$ cat src/rtl/uart_tx_feeder_pkg.sv
`default_nettype none
// ============================================================================
//  Module      : uart_pkg
//  Description : Shared types for the UART transmit feeder (byte type and the
//                launch FSM state encoding).
//  Revision    : 1.0  initial release
// ============================================================================
package uart_pkg;

    typedef logic [7:0] byte_t;

    typedef enum logic [1:0] {
        S_IDLE      = 2'd0,
        S_LAUNCH    = 2'd1,
        S_WAIT_BUSY = 2'd2,
        S_WAIT_DONE = 2'd3
    } feeder_state_t;

endpackage
`default_nettype wire

$ cat src/rtl/uart_tx_feeder_fifo.sv
`default_nettype none
// ============================================================================
//  Module      : uart_byte_fifo
//  Description : Synchronous byte FIFO with a combinationally visible head,
//                full/empty flags and an occupancy count. A push while full is
//                refused even if a pop happens in the same cycle.
//  Revision    : 1.0  initial release
// ============================================================================
module uart_byte_fifo
    import uart_pkg::*;
#(
    parameter int DEPTH = 16,
    parameter int LW    = $clog2(DEPTH + 1)
) (
    input  logic          clk,
    input  logic          reset,
    input  logic          push_i,
    input  logic          pop_i,
    input  byte_t         data_i,
    output byte_t         head_o,
    output logic          full_o,
    output logic          empty_o,
    output logic [LW-1:0] level_o
);

    localparam int AW = $clog2(DEPTH);

    byte_t          mem_q [DEPTH];
    logic [AW-1:0]  wr_ptr_q, wr_ptr_d;
    logic [AW-1:0]  rd_ptr_q, rd_ptr_d;
    logic [LW-1:0]  level_q,  level_d;
    logic           w_do_push;
    logic           w_do_pop;

    assign full_o    = (level_q == LW'(DEPTH));
    assign empty_o   = (level_q == '0);
    assign w_do_push = push_i && !full_o;
    assign w_do_pop  = pop_i && !empty_o;
    assign head_o    = mem_q[rd_ptr_q];
    assign level_o   = level_q;

    // Pointer and occupancy next-state; pointers wrap naturally at DEPTH.
    always_comb begin
        wr_ptr_d = wr_ptr_q;
        rd_ptr_d = rd_ptr_q;
        level_d  = level_q;
        if (w_do_push) wr_ptr_d = wr_ptr_q + 1'b1;
        if (w_do_pop)  rd_ptr_d = rd_ptr_q + 1'b1;
        if (w_do_push && !w_do_pop)      level_d = level_q + 1'b1;
        else if (!w_do_push && w_do_pop) level_d = level_q - 1'b1;
    end

    // Control registers with synchronous reset.
    always_ff @(posedge clk) begin
        if (reset) begin
            wr_ptr_q <= '0;
            rd_ptr_q <= '0;
            level_q  <= '0;
        end else begin
            wr_ptr_q <= wr_ptr_d;
            rd_ptr_q <= rd_ptr_d;
            level_q  <= level_d;
        end
    end

    // Storage array; contents are don't-care until written, so no reset.
    always_ff @(posedge clk) begin
        if (w_do_push) mem_q[wr_ptr_q] <= data_i;
    end

endmodule
`default_nettype wire

$ cat src/rtl/uart_tx_feeder.sv
`default_nettype none
// ============================================================================
//  Module      : uart_tx_feeder
//  Description : Buffers bytes from a valid/ready producer and launches them
//                one at a time into an 8-bit UART transmitter, pacing on the
//                transmitter's busy/done handshake.
//  Revision    : 1.0  initial release
// ============================================================================
module uart_tx_feeder
    import uart_pkg::*;
#(
    parameter int DEPTH = 16,
    parameter int LW    = $clog2(DEPTH + 1)
) (
    input  logic          clk,
    input  logic          reset,
    input  logic          enable,
    input  logic          wr_valid,
    input  logic [7:0]    wr_data,
    output logic          wr_ready,
    output logic          tx_start,
    output logic [7:0]    tx_data,
    output logic          tx_en,
    input  logic          tx_busy,
    input  logic          tx_done,
    output logic [LW-1:0] level,
    output logic          overflow,
    output logic          idle
);

    feeder_state_t  state_q, state_d;
    byte_t          tx_data_q, tx_data_d;
    logic           overflow_q, overflow_d;

    byte_t          w_head;
    logic           w_full;
    logic           w_empty;
    logic           w_pop;

    assign w_pop = (state_q == S_LAUNCH);

    uart_byte_fifo #(
        .DEPTH (DEPTH),
        .LW    (LW)
    ) u_fifo (
        .clk     (clk),
        .reset   (reset),
        .push_i  (wr_valid),
        .pop_i   (w_pop),
        .data_i  (wr_data),
        .head_o  (w_head),
        .full_o  (w_full),
        .empty_o (w_empty),
        .level_o (level)
    );

    // Launch FSM next-state; tx_data is captured on the edge entering
    // S_LAUNCH so it is already valid while tx_start is high.
    always_comb begin
        state_d    = state_q;
        tx_data_d  = tx_data_q;
        overflow_d = overflow_q | (wr_valid && w_full);
        case (state_q)
            S_IDLE: begin
                // Guard on the transmitter itself so a byte still in flight
                // after a reset is never overlapped.
                if (!w_empty && enable && tx_done && !tx_busy) begin
                    state_d   = S_LAUNCH;
                    tx_data_d = w_head;
                end
            end
            S_LAUNCH:    state_d = S_WAIT_BUSY;
            S_WAIT_BUSY: if (tx_busy) state_d = S_WAIT_DONE;
            S_WAIT_DONE: if (tx_done && !tx_busy) state_d = S_IDLE;
            default:     state_d = S_IDLE;
        endcase
    end

    // State, launch data and sticky overflow registers.
    always_ff @(posedge clk) begin
        if (reset) begin
            state_q    <= S_IDLE;
            tx_data_q  <= '0;
            overflow_q <= 1'b0;
        end else begin
            state_q    <= state_d;
            tx_data_q  <= tx_data_d;
            overflow_q <= overflow_d;
        end
    end

    assign wr_ready = !w_full;
    assign tx_start = (state_q == S_LAUNCH);
    assign tx_data  = tx_data_q;
    assign tx_en    = enable;
    assign overflow = overflow_q;
    assign idle     = w_empty && (state_q == S_IDLE);

endmodule
`default_nettype wire

$ cat config.mk
export PLATFORM = sky130hd
export DESIGN_NAME = uart_tx_feeder
export DESIGN_NICKNAME = d
export VERILOG_FILES = /design/src/rtl/uart_tx_feeder_pkg.sv /design/src/rtl/uart_tx_feeder_fifo.sv /design/src/rtl/uart_tx_feeder.sv
export SDC_FILE = /design/constraint.sdc
export NUM_CORES = 1
export LEC_CHECK = 0
export CAP_MARGIN = 20
export CORE_MARGIN = 2
export CORE_UTILIZATION = 57
export CTS_CLUSTER_DIAMETER = 120
export DETAILED_ROUTE_END_ITERATION = 6
export GPL_ROUTABILITY_DRIVEN = 1
export GPL_TIMING_DRIVEN = 0
export PLACE_DENSITY = 0.76
export SLEW_MARGIN = 10
export SYNTH_ARGS = -nofsm -noshare
export SYNTH_HDL_FRONTEND = slang
export SYNTH_SLANG_ARGS = --single-unit
$ cat constraint.sdc
create_clock -name clk -period 3.9 [get_ports clk]
set_input_delay 0.78 -clock clk [delete_from_list [all_inputs] [get_ports clk]]
set_output_delay 0.78 -clock clk [all_outputs]
set_load 0.005 [all_outputs]
==> results.json <==
{
  "synth.most_common_cell": "edfxtp_1",
  "io_pins": 32,
  "finish.utilization_pct": 68.4,
  "cts_sinks": 152,
  "numCtsBuffers": 17,
  "clk_pin_slew_ps": 60,
  "drv_cap": 0,
  "synth_nets": 445,
  "drv_slew": 0,
  "synth_area_leaders": "edfxtp_1 (62%), mux2i_1 (10%), dfxtp_1 (7.7%), ha_1 (3.0%), nor2_1 (2.7%)",
  "gp_congestion": 0.830,
  "place_inst": 587,
  "yosys_most_used_dff": "edfxtp_1",
  "period_needed_ps": 3130,
  "synth_edf_count": 128,
  "synth_cell_types": 41,
  "switchingPower_mw": 1.12,
  "root_buffer": "clkbuf_8",
  "syn_area_mm2": 0.00625,
  "grt_pass1_vias": 3558,
  "critPathLaunchType": "flop",
  "antenna_found_initial": 0,
  "setup_viol": 0,
  "n_antenna_cell": 0,
  "instances_no_fill": 621,
  "avgSynthCellArea_um2": 15.1,
  "yosys-top-cells-count": "edfxtp_1 (128), mux2i_1 (63), nor2_1 (45)",
  "skew_ps": 10.2,
  "crit_fanout": 6,
  "reg2reg_to": "u_fifo.level_o[4]$_SDFFE_PP0P_",
  "hold_buffers": 0,
  "cp_cell_sequence": "or4_1 -> o21ai_1 -> ha_1 -> inv_1 -> ha_1 -> a21o_1 -> a21oi_1 -> mux2i_1 -> mux2_1",
  "max_clock_freq_ghz": 0.320,
  "htree_levels": 4,
  "hold_depth": 2,
  "drive_gt1_share_pct": 11.4,
  "cts_tree": "yes",
  "ys_warn_count": 0,
  "clkPwrFrac_pct": 37.8,
  "vias": 3620,
  "hold_viol": 0,
  "routedWlPerCell_um": 20.8,
  "io_buffer_count": 30,
  "crit_path_end_kind": "flop",
  "syn_inst": 415,
  "postRouteAntennaNets": 0,
  "synth.area.mux_share_pct": 11.0,
  "worstPathArrival_ps": 3530,
  "ir_worst_vdd_v": 0.000308,
  "drt_iter0_markers": 329,
  "core.rowCount": 38,
  "power.internal_mw": 3.30,
  "dp_hpwl_um": 8500,
  "synth-seq-cells": 152,
  "crit_start": "u_fifo.level_o[0]$_SDFFE_PP0P_",
  "synth_top_family_by_area": "multiplexers",
  "grtUsageTotal_pct": 23.6,
  "synth_largest_area_cell": "edfxtp_1",
  "power_frac_comb_pct": 18.5,
  "rsz0062_at_grt": "no",
  "cts_max_path_buffers": 2,
  "core_mm2": 0.0107,
  "vias_per_cell": 5.83,
  "switching_share_pct": 25.4,
  "reg2reg_from": "u_fifo.level_o[0]$_SDFFE_PP0P_",
  "die_h_um": 109,
  "nets": 498,
  "seq_area_frac_synth_pct": 69.2,
  "synthArstFlopShare_pct": 0,
  "grt_max_degree": 17,
  "path_class": "flop to flop",
  "cp_slowest_stage_delay_ps": 590,
  "clkLatencyLatePin_ps": 520,
  "firstDrtPassIters": 5,
  "power_density_mw_per_mm2": 601,
  "fin_tns_setup_ps": 0,
  "initial_core_util_pct": 58.2,
  "critPathSlowestCell": "or4_1",
  "synth-simple-area-share_pct": 7.47,
  "fin_crit_sh_pct": 80.2,
  "synthXorXnorAreaFrac_pct": 1.26,
  "status": "completed",
  "die_w_um": 109,
  "ff2ff_setup_slack_ps": 770,
  "hold_class": "flop to flop",
  "reg2regPathDepth": 9,
  "drc": 0,
  "worstPathRequired_ps": 4300,
  "dieArea_mm2": 0.0118,
  "crit_path_frequent_cell": "ha_1",
  "power_frac_seq_pct": 43.6,
  "p_leak_nw": 2.41,
  "grt_pass1_wl_um": 19800,
  "routed_wl_um": 12900,
  "grt_remaining_overflow": 0,
  "yosys.area.top_type_share_pct": 61.5,
  "worst_pin_slew_ps": 818,
  "cts-resized-gates": 0,
  "synth_adder_area_share_pct": 3.32,
  "synthToLayoutAreaGrowth_pct": 17.7,
  "synth_compound_area_share_pct": 5.33,
  "cts_setup_buffers": 0,
  "hold-path-endpoint": "overflow$_SDFF_PP0_",
  "slew_headroom_pct": 45.3,
  "worstHoldStart": "overflow$_SDFF_PP0_",
  "total_power_mw": 4.42
}
cell usage in the layout (no fill, tap or decap), types with 2 or more instances in the layout:
cell type	Yosys	final
a211oi_1	2	2
a21oi_1	6	6
a311oi_1	2	2
buf_2	8	10
buf_4	4	5
bufinv_16	0	4
clkbuf_1	10	15
clkbuf_16	0	16
clkbuf_8	0	3
clkdlybuf4s50_1	0	30
clkinv_2	0	2
dfxtp_1	24	24
edfxtp_1	128	128
ha_1	15	15
inv_1	11	11
mux2i_1	63	63
mux4_2	2	2
nand2_1	9	9
nand2b_1	3	3
nand3_1	5	5
nand3b_1	4	4
nor2_1	45	45
nor2b_1	2	2
nor3_1	4	4
nor3_2	6	6
nor4_1	7	7
o221ai_1	6	6
o22a_1	6	6
o22ai_1	18	18
or3_1	2	2
xnor2_1	2	2
xor2_1	7	7
through the flow:
| step | hold WS [ps] | worst slack [ps] | area [um2] |
|---|---|---|---|
| 4_1_cts | 489 | 743 | 7340 |
| 2_1_floorplan | 461 | 1130 | 6250 |
| 6_report | 492 | 772 | 7350 |
| 5_1_grt | 524 | 623 | 7350 |
| 3_5_place_dp | 475 | 410 | 6740 |
| 3_3_place_gp | 449 | 473 | 6730 |
how the worst max path moves through the flow:
stage	slack, ps	depth (start not counted)	endpoint
after floorplan	1130	9	u_fifo.level_o[4]$_SDFFE_PP0P_
after global placement	470	9	u_fifo.level_o[4]$_SDFFE_PP0P_
after detailed placement	410	9	u_fifo.level_o[4]$_SDFFE_PP0P_
after CTS	740	9	u_fifo.level_o[4]$_SDFFE_PP0P_
after global routing	620	9	u_fifo.level_o[4]$_SDFFE_PP0P_
final	770	9	u_fifo.level_o[4]$_SDFFE_PP0P_
cell families (layout without fill, tap and decap cells):
| group | Yosys count | in the layout |
|---|---|---|
| multiplexers | 66 | 66 |
| buffers and inverters | 34 | 100 |
| adder cells (fa/ha/maj) | 16 | 16 |
| AO/OA/AOI/OAI | 46 | 46 |
| flip-flops | 152 | 152 |
| XOR/XNOR | 9 | 9 |
| AND/OR/NAND/NOR | 92 | 92 |
worst max-delay path, delay by kind of cell, from the launching register on:
family	cells	cell delay (ps)
flops	1	370
mux	2	580
simple gates	1	590
compound gates	3	750
buf+inv	1	120
fa+ha+maj	2	600
power by group through the flow:
stage                     sequential [mW]  clock [mW]  combinational [mW]
after floorplan                      1.95           0               0.526
after global placement               1.95           0               0.784
after detailed placement             1.96           0               0.816
after CTS                            1.93        1.69               0.821
after global routing                 1.94        1.76               0.919
final                                1.93        1.67               0.819
state kept, by name (all words and copies together) (netlist names):
name	flops
overflow	1
state_q	2
tx_data	8
u_fifo.level_o	5
u_fifo.mem_q	128
u_fifo.rd_ptr_q	4
u_fifo.wr_ptr_q	4
cell type report:
class / instances / area (um2)
clock inverter: 8 / 146
inverter: 12 / 45.0
sequential: 152 / 4320
timing repair buffer: 34 / 323
tap: 140 / 175
buffer: 22 / 108
multi-input combinational: 229 / 1770
clock buffer: 24 / 460
fill: 752 / 3390
routing by layer:
metal,track usage [%],vias up,part of all wire [%]
met5,0,-,0
met4,8.24,0,1.3
met3,6.40,15,6.0
met2,37.3,128,49
met1,31.9,1792,44
li1,-,1685,-
No activity file was read; power rests on OpenSTA's default activity.
